[config.mk]
export PLATFORM = sky130hd
export DESIGN_NAME = branch_resolve
export DESIGN_NICKNAME = d
export VERILOG_FILES = /design/src/rtl/branch_pkg.sv /design/src/rtl/branch_cond.sv /design/src/rtl/branch_resolve.sv
export SDC_FILE = /design/constraint.sdc
export NUM_CORES = 1
export LEC_CHECK = 0
export ABC_AREA = 1
export BUFFER_PORTS_ARGS = -buffer_cell sky130_fd_sc_hd__clkbuf_2
export CORE_MARGIN = 1
export CORE_UTILIZATION = 44
export DETAILED_ROUTE_END_ITERATION = 8
export MAX_ROUTING_LAYER = met4
export PLACE_DENSITY = 0.95
export SETUP_SLACK_MARGIN = 0.1
export SYNTH_ARGS = -nofsm -noshare
export SYNTH_HDL_FRONTEND = slang
export SYNTH_SLANG_ARGS = --single-unit
[constraint.sdc]
create_clock -name clk -period 3.4 [get_ports clk]
set_input_delay 0.34 -clock clk [delete_from_list [all_inputs] [get_ports clk]]
set_output_delay 0.34 -clock clk [all_outputs]
set_load 0.05 [all_outputs]
[src/rtl/branch_pkg.sv]
// Shared branch-resolution constants: funct3 condition codes and the flush FSM encoding.
// Imported by branch_cond and branch_resolve.
package branch_pkg;

    localparam logic [2:0] BEQ  = 3'b000;
    localparam logic [2:0] BNE  = 3'b001;
    localparam logic [2:0] BLT  = 3'b100;
    localparam logic [2:0] BGE  = 3'b101;
    localparam logic [2:0] BLTU = 3'b110;
    localparam logic [2:0] BGEU = 3'b111;

    // Wide enough for the deepest legal flush (3 stages).
    localparam int CNT_W = 2;

    typedef enum logic {
        IDLE  = 1'b0,
        FLUSH = 1'b1
    } state_t;

endpackage

[src/rtl/branch_cond.sv]
// Purely combinational branch-condition decode from subtract flags (rs1 - rs2).
// funct3 codes 010/011 have no branch meaning: never taken, flagged illegal.
module branch_cond
    import branch_pkg::*;
(
    input  logic [2:0] funct3_i,
    input  logic       zf_i,
    input  logic       cf_i,
    input  logic       vf_i,
    input  logic       sf_i,
    output logic       cond_o,
    output logic       illegal_o
);

    always_comb begin
        cond_o    = 1'b0;
        illegal_o = 1'b0;
        case (funct3_i)
            BEQ:     cond_o = zf_i;
            BNE:     cond_o = ~zf_i;
            BLT:     cond_o = sf_i ^ vf_i;
            BGE:     cond_o = ~(sf_i ^ vf_i);
            // Carry is set when no borrow occurred, so unsigned-less-than is !cf.
            BLTU:    cond_o = ~cf_i;
            BGEU:    cond_o = cf_i;
            default: illegal_o = 1'b1;
        endcase
    end

endmodule

[src/rtl/branch_resolve.sv]
// EX-stage branch/jump resolution: one-cycle redirect strobe plus a FLUSH_DEPTH-cycle kill of younger stages.
// Optional statistics counters are built only when BRANCH_STATS_EN is defined.
module branch_resolve
    import branch_pkg::*;
#(
    parameter int FLUSH_DEPTH = 2
) (
    input  logic        clk,
    input  logic        rst,
    input  logic        valid_i,
    input  logic        branch_i,
    input  logic        jump_i,
    input  logic [2:0]  funct3_i,
    input  logic        zf_i,
    input  logic        cf_i,
    input  logic        vf_i,
    input  logic        sf_i,
    input  logic [31:0] target_i,
    input  logic        stall_i,
    output logic        redirect_o,
    output logic [31:0] redirect_pc_o,
    output logic        flush_o,
    output logic        illegal_o,
    output logic [31:0] br_count_o,
    output logic [31:0] taken_count_o
);

    localparam logic [CNT_W-1:0] FLUSH_LOAD = CNT_W'(FLUSH_DEPTH);

    state_t            r_state;
    logic [CNT_W-1:0]  r_cnt;
    logic              r_redirect;
    logic [31:0]       r_redirect_pc;
    logic              r_illegal;

    logic w_cond;
    logic w_f3_illegal;
    logic w_accept;
    logic w_taken;
    logic w_illegal;

    branch_cond u_cond (
        .funct3_i  (funct3_i),
        .zf_i      (zf_i),
        .cf_i      (cf_i),
        .vf_i      (vf_i),
        .sf_i      (sf_i),
        .cond_o    (w_cond),
        .illegal_o (w_f3_illegal)
    );

    // Anything arriving while flushing is wrong-path and is dropped entirely.
    assign w_accept  = valid_i & ~stall_i & (r_state == IDLE);
    assign w_taken   = w_accept & (jump_i | (branch_i & w_cond));
    assign w_illegal = w_accept & branch_i & ~jump_i & w_f3_illegal;

    always_ff @(posedge clk) begin
        if (rst) begin
            r_state       <= IDLE;
            r_cnt         <= '0;
            r_redirect    <= 1'b0;
            r_redirect_pc <= '0;
            r_illegal     <= 1'b0;
        end else begin
            r_redirect <= w_taken;
            r_illegal  <= w_illegal;
            if (w_taken) begin
                r_redirect_pc <= target_i;
            end
            case (r_state)
                IDLE: begin
                    if (w_taken) begin
                        r_state <= FLUSH;
                        r_cnt   <= FLUSH_LOAD;
                    end
                end
                FLUSH: begin
                    if (!stall_i) begin
                        r_cnt <= r_cnt - CNT_W'(1);
                        if (r_cnt == CNT_W'(1)) begin
                            r_state <= IDLE;
                        end
                    end
                end
                default: r_state <= IDLE;
            endcase
        end
    end

    assign redirect_o    = r_redirect;
    assign redirect_pc_o = r_redirect_pc;
    assign flush_o       = (r_state == FLUSH);
    assign illegal_o     = r_illegal;

`ifdef BRANCH_STATS_EN
    logic [31:0] r_br_count;
    logic [31:0] r_taken_count;

    always_ff @(posedge clk) begin
        if (rst) begin
            r_br_count    <= '0;
            r_taken_count <= '0;
        end else begin
            if (w_accept & (branch_i | jump_i)) begin
                r_br_count <= r_br_count + 32'd1;
            end
            if (w_taken) begin
                r_taken_count <= r_taken_count + 32'd1;
            end
        end
    end

    assign br_count_o    = r_br_count;
    assign taken_count_o = r_taken_count;
`else
    assign br_count_o    = '0;
    assign taken_count_o = '0;
`endif

endmodule
==> impl_metrics.env, run 1 <==
export IMPL_outcome="aborted with a tool error"
export IMPL_haltStage="5_2_route"
export IMPL_firstError="[ERROR DRT-0255] Maze Route cannot find path of net clk in worker of routeBox ( 48300 0 ) ( 68710 48300 )."
export IMPL_finalWeightedCongestion=0.736
export IMPL_synthFlopType="dfxtp_1"
export IMPL_ctsLongestPathBuffers=2
export IMPL_synth_enable_flop_cells=0
export IMPL_dp_hpwl_mm=2.65
export IMPL_yosysMostFrequentCell="nor2_1"
export IMPL_synthTopCellsByCount="nor2_1 (69), buf_4 (65), dfxtp_1 (37)"
export IMPL_io_buffers=79
export IMPL_clock_sinks=37
export IMPL_synth_area_leader_cell="dfxtp_1"
export IMPL_synth_seq_area_share_pct=37.8
export IMPL_die_x_um=68.7
export IMPL_synth_top_area_share_pct=37.8
export IMPL_grt_pass1_vias=1163
export IMPL_grt_overflow_total=0
export IMPL_grt_antenna_before_repair=0
export IMPL_syn_instance_count=265
export IMPL_rows=23
export IMPL_start_util_pct=47.3
export IMPL_grt_max_degree=39
export IMPL_ys_seq_elements=37
export IMPL_root_buffer="clkbuf_8"
export IMPL_grtUsageTotal_pct=13.9
export IMPL_ys_top_cells_by_area="dfxtp_1 (38%), buf_4 (25%), nor2_1 (13%)"
export IMPL_htreeDepth=2
export IMPL_io_pin_count=144
export IMPL_synth_distinct_cells=22
export IMPL_ys_warn_count=0
export IMPL_hold_buffers=0
export IMPL_post_cts_resize_count=0
export IMPL_avgSynthCellArea_um2=7.39
export IMPL_synth_cell_area_um2=1960
export IMPL_cts_buffers=5
export IMPL_post_cts_setup_buffer_count=0
export IMPL_grt_pass1_wl_mm=4.62
export IMPL_async_flop_share_pct=0
export IMPL_die_h_um=68.7
[metal layers]
layer / GRT usage, %
met4: 6.12
met2: 25.1
met1: 13.0
met3: 5.43
met5: -
[per-stage QoR]
stage	cell area, um2	cells	util [%]	setup WS [ns]
after detailed placement	2090	383	50.4	1.16
after CTS	2170	390	52.4	1.44
after floorplan	2190	328	-	1.91
after global routing	2170	390	52.4	1.27
after global placement	2090	383	50.4	1.21
[cell families after synthesis]
kind of cell | synth area share (%)
AOI/OAI and AO/OA | 9.14
adders and majority gates | 0.639
buffers and inverters | 32.1
DFF | 37.8
other | 0.192
and+or+nand+nor | 20.1
==> inputs of run 2 (changes only) <==
CORE_UTILIZATION = 40   (was 44)
MAX_ROUTING_LAYER = unset   (was met4)
PLACE_DENSITY = unset   (was 0.95)
PLACE_DENSITY_LB_ADDON = 0.15   (was unset)
SETUP_SLACK_MARGIN = unset   (was 0.1)
==> run 2 against run 1 <==
The run now ends clean; synthesized area unchanged; synthesized cell count unchanged; global-route usage decreased by 0.36 points.
==> impl_metrics.env, run 2 <==
export IMPL_outcome="completed"
export IMPL_start_util_pct=41.5
export IMPL_htreeDepth=2
export IMPL_cp_start_kind="register"
export IMPL_fin_setup_tns_ns=0
export IMPL_tightest_slew_ns=0.935
export IMPL_endpoint="redirect_pc_o[9]"
export IMPL_avgSynthCellArea_um2=7.39
export IMPL_grt_pass1_vias=1282
export IMPL_drtIter0Drc=84
export IMPL_final_cell_mix="clkbuf_2 (79), nor2_1 (69), conb_1 (64)"
export IMPL_synth_top_area_share_pct=37.8
export IMPL_rows=25
export IMPL_drtAntennaViolNets=0
export IMPL_rsz0062_at_grt="false"
export IMPL_path_class="reg -> reg"
export IMPL_ys_top_cells_by_area="dfxtp_1 (38%), buf_4 (25%), nor2_1 (13%)"
export IMPL_largest_register_ffs=32
export IMPL_grt_antenna_before_repair=0
export IMPL_grt_pass1_wl_mm=5.42
export IMPL_dieArea_um2=5180
export IMPL_synthFlopType="dfxtp_1"
export IMPL_die_x_um=72.0
export IMPL_synth_seq_area_share_pct=37.8
export IMPL_required_ns=3.57
export IMPL_powerDensity_nw_per_um2=513
export IMPL_routed_via_density=3.91
export IMPL_nNetsFinal=386
export IMPL_fin_crit_ns=1.95
export IMPL_ctsLongestPathBuffers=2
export IMPL_hold_ws_ns=0.243
export IMPL_dp_hpwl_mm=2.50
export IMPL_cts_tree="yes"
export IMPL_rrSetupSlack_ns=1.45
export IMPL_synth_enable_flop_cells=0
export IMPL_cts_buffers=5
export IMPL_irDropWorstVdd_v=0.000171
export IMPL_synth_cell_area_um2=1960
export IMPL_synthTopCellsByCount="nor2_1 (69), buf_4 (65), dfxtp_1 (37)"
export IMPL_hold_buffers=0
export IMPL_finalHoldViolCount=0
export IMPL_ys_warn_count=0
export IMPL_max_freq_mhz=514
export IMPL_fin_worst_skew_ns=0.00341
export IMPL_die_h_um=72.0
export IMPL_root_buffer="clkbuf_8"
export IMPL_r2r_start="flush_o"
export IMPL_grtUsageTotal_pct=13.6
export IMPL_core_area_um2=4720
export IMPL_r2r_cells=7
export IMPL_post_cts_setup_buffer_count=0
export IMPL_drc=0
export IMPL_path_max_fanout=38
export IMPL_async_flop_share_pct=0
export IMPL_syn_instance_count=265
export IMPL_critPathLaunch="flush_o"
export IMPL_wirelength_mm=3.45
export IMPL_synth_distinct_cells=22
export IMPL_leakage_nw=1.20
export IMPL_io_buffers=79
export IMPL_cp_end_kind="register"
export IMPL_num_antenna_cells=0
export IMPL_ys_seq_elements=37
export IMPL_vias=1587
export IMPL_synthToLayoutAreaGrowth_pct=11.4
export IMPL_drtPass1Iterations=4
export IMPL_grt_overflow_total=0
export IMPL_io_pin_count=144
export IMPL_hold_class="in -> reg"
export IMPL_hold_start="rst"
export IMPL_finalWeightedCongestion=0.725
export IMPL_clk_pin_slew_ns=0.07
export IMPL_slew_limit_headroom_pct=37.6
export IMPL_layout_cells_non_filler=406
export IMPL_grt_max_degree=39
export IMPL_post_cts_resize_count=0
export IMPL_setup_violations=0
export IMPL_maxSlewViolCount=0
export IMPL_clock_sinks=37
export IMPL_synth_area_leader_cell="dfxtp_1"
export IMPL_arrival_ns=2.12
export IMPL_yosysMostFrequentCell="nor2_1"
export IMPL_placed_cells=400
export IMPL_insertion_delay_ns=0.28
export IMPL_drive_above_1_share_pct=26.5
export IMPL_final_common_cell="clkbuf_2"
export IMPL_maxCapViolations=0
export IMPL_wire_per_inst_um=8.49
export IMPL_reg2reg_to="redirect_pc_o[9]"
export IMPL_post_route_period_util_pct=57.2
[run 2: cell counts after synthesis]
No cell type changed its count.
[run 2: how the worst min path moves through the flow]
stage,endpoint,slack [ns],cells past startpoint
detailed placement,redirect_pc_o[26],0.47,2
global route,flush_o,0.23,2
finish,flush_o,0.24,2
floorplan,flush_o,0.41,1
global placement,redirect_pc_o[22],0.46,2
CTS,flush_o,0.24,2
[run 2: cell type report]
cell class                 instances  area [um2]
multi-input combinational        200         825
timing repair buffer              79         395
sequential                        37         741
tap                               67        83.8
clock buffer                       5        68.8
fill                             525        2540
clock inverter                     1        5.00
inverter                          17        63.8
[run 2: metal layers]
metal  track usage [%]  share of wire [%]  wire length (um)  vias up
met2              20.9                 43              1470       85
met1              17.2                 47              1630      659
li1                  -                  -                 -      837
met4              5.88                1.7                58        0
met3              4.86                8.5               293        6
met5                 0                  0                 0        -
[run 2: critical path: stages (launching register included)]
cell     delay, ns
dfxtp_1       0.38
inv_1         0.07
nand3_1       0.11
inv_1         0.06
nand2_2       0.53
inv_2         0.42
nor2_1        0.19
nor2_1        0.07
[run 2: cells by family (layout without fill, tap and decap cells)]
kind of cell,count (synthesis),count (layout),synth area share [%]
compound gates,35,35,9.14
fa+ha+maj,1,1,0.639
buf+inv,91,102,32.1
flops,37,37,37.8
other cells,1,64,0.192
simple gates,100,100,20.1
[run 2: report_power, final]
part	total, W	internal, W	switching (W)	leakage, nW
combinational	0.000370	0.0000627	0.000307	0.855
clock	0.000275	0.000135	0.000140	0.0399
sequential	0.000475	0.000461	0.0000139	0.303
[run 2: per-stage QoR]
stage | power (W) | utilization, % | area, um2 | setup slack, ns
6_report | 0.00112 | 46.2 | 2180 | 1.45
4_1_cts | 0.00114 | 46.2 | 2180 | 1.41
3_5_place_dp | 0.000856 | 44.6 | 2110 | 1.18
3_3_place_gp | 0.000855 | 44.6 | 2110 | 1.19
2_1_floorplan | 0.000858 | - | 2190 | 1.91
5_1_grt | 0.00118 | 46.2 | 2180 | 1.22
(Power assumes the default switching activity.)
==> inputs of run 3 (changes only) <==
clock period = 2 ns   (was 3.4 ns; I/O delays follow)
==> run 3 against run 2 <==
Power rose by 74%; highest routed layer unchanged; via count is 1.5% higher; largest cell class unchanged; global-route usage increased by 0.44 points; critical path type unchanged.
==> impl_metrics.env, run 3 (same netlist as run 2, synthesis figures left out) <==
export IMPL_max_freq_mhz=670
export IMPL_core_area_um2=4720
export IMPL_cts_tree="yes"
export IMPL_die_h_um=72.0
export IMPL_path_max_fanout=32
export IMPL_clk_pin_slew_ns=0.07
export IMPL_seqPwrFrac_pct=41.3
export IMPL_total_power_w=0.00195
export IMPL_hold_buffers=0
export IMPL_r2r_cells=7
export IMPL_drive_above_1_share_pct=26.9
export IMPL_top_layer_used="met4"
export IMPL_finalHoldViolCount=0
export IMPL_cp_end_kind="register"
export IMPL_grtUsageTotal_pct=14.0
export IMPL_io_buffers=79
export IMPL_p_comb_share_pct=32.5
export IMPL_tightest_slew_ns=0.542
export IMPL_final_common_cell="clkbuf_2"
export IMPL_post_cts_setup_buffer_count=0
export IMPL_nNetsFinal=388
export IMPL_wl_met1_mm=1.60
export IMPL_grt_pass1_vias=1291
export IMPL_post_route_period_util_pct=74.7
export IMPL_root_buffer="clkbuf_8"
export IMPL_slew_limit_headroom_pct=63.8
export IMPL_drtIter0Drc=82
export IMPL_rows=25
export IMPL_post_cts_resize_count=0
export IMPL_dpl_worst_slack_ns=0.321
export IMPL_cp_start_kind="register"
export IMPL_io_pin_count=144
export IMPL_num_antenna_cells=0
export IMPL_start_util_pct=41.5
export IMPL_ctsLongestPathBuffers=2
export IMPL_wirelength_mm=3.52
export IMPL_drc=0
export IMPL_fin_worst_skew_ns=0.00116
export IMPL_switching_share_pct=40.3
export IMPL_r2r_start="flush_o"
export IMPL_grt_overflow_total=0
export IMPL_routed_via_density=3.94
export IMPL_hold_end="flush_o"
export IMPL_insertion_delay_ns=0.28
export IMPL_maxCapViolations=0
export IMPL_drtAntennaViolNets=0
export IMPL_hold_class="in -> reg"
export IMPL_finalWeightedCongestion=0.721
export IMPL_synthToLayoutAreaGrowth_pct=12.8
export IMPL_netSwitchingPower_w=0.000786
export IMPL_cts_buffers=5
export IMPL_die_x_um=72.0
export IMPL_hold_start="rst"
export IMPL_final_cell_mix="clkbuf_2 (79), nor2_1 (69), conb_1 (64)"
export IMPL_leakage_nw=1.21
export IMPL_grt_antenna_before_repair=0
export IMPL_dp_hpwl_mm=2.68
export IMPL_rrSetupSlack_ns=0.51
export IMPL_p_clk_share_pct=26.2
export IMPL_setup_violations=0
export IMPL_required_ns=2.22
export IMPL_drtPass1Iterations=6
export IMPL_rsz0062_at_grt="false"
export IMPL_met3_length_um=318
export IMPL_grt_max_degree=33
export IMPL_nFillCells=528
export IMPL_largest_register_ffs=32
export IMPL_powerDensity_nw_per_um2=883
export IMPL_arrival_ns=1.71
export IMPL_maxSlewViolCount=0
export IMPL_fin_setup_tns_ns=0
export IMPL_fin_crit_ns=1.49
export IMPL_hold_depth=2
export IMPL_vias=1611
export IMPL_grt_pass1_wl_mm=5.62
export IMPL_setup_slack_ns=0.507
export IMPL_irDropWorstVdd_v=0.000404
export IMPL_dieArea_um2=5180
export IMPL_internal_power_w=0.00116
export IMPL_htreeDepth=2
export IMPL_reg2reg_to="redirect_pc_o[19]"
export IMPL_outcome="completed"
export IMPL_routed_wl_met2_mm=1.55
export IMPL_wire_per_inst_um=8.59
export IMPL_hold_ws_ns=0.114
export IMPL_clock_sinks=37
export IMPL_path_class="reg -> reg"
## run 3: cell count changes in the layout (fill, tap and decap cells not counted)
cell / before / now
clkbuf_1: 0 / 1
clkbuf_8: 5 / 6
buf_4: 0 / 2
clkinv_2: 1 / 0
## run 3: cell type report
cell class / count / area, um2 / area share, %
repair buffers: 81 / 410 / 18.6
well taps: 67 / 83.8 / 3.79
inverters: 17 / 63.8 / 2.89
flip-flops and latches: 37 / 741 / 33.5
clock buffers: 7 / 86.3 / 3.91
multi-input cells: 200 / 825 / 37.3
## run 3: metrics by stage
stage	instances	area [um2]	util [%]
2_1_floorplan	328	2190	-
4_1_cts	409	2210	46.8
5_1_grt	409	2210	46.8
3_3_place_gp	402	2120	45.0
3_5_place_dp	402	2120	45.0
6_report	409	2210	46.8
## run 3: worst max-delay path by stage
stage,from,to,depth (start not counted)
global route,flush_o,redirect_pc_o[2],7
finish,flush_o,redirect_pc_o[19],7
floorplan,flush_o,r_cnt[1],9
global placement,funct3_i[1],redirect_pc_o[28],12
detailed placement,funct3_i[1],redirect_pc_o[9],12
CTS,flush_o,redirect_pc_o[17],7
## run 3: worst max-delay path, stage by stage, from the launching register on
cell,delay (ns)
dfxtp_1,0.33
inv_1,0.08
nand3_1,0.11
inv_1,0.09
nand2_2,0.16
inv_2,0.46
nor2_1,0.09
nor2_1,0.11
## run 3: power by group through the flow
stage                     Sequential (W)  Clock [W]  Combinational, W
final                           0.000806   0.000510          0.000635
after global routing            0.000811   0.000570          0.000682
after CTS                       0.000806   0.000537          0.000637
after detailed placement        0.000823          0          0.000636
after global placement          0.000822          0          0.000635
after floorplan                 0.000969          0          0.000489
## run 3: routing by layer
layer  up-vias  GRT usage, %
li1        841             -
met5         -             0
met3         6          5.14
met2        89          22.2
met1       675          17.4
met4         0          5.23
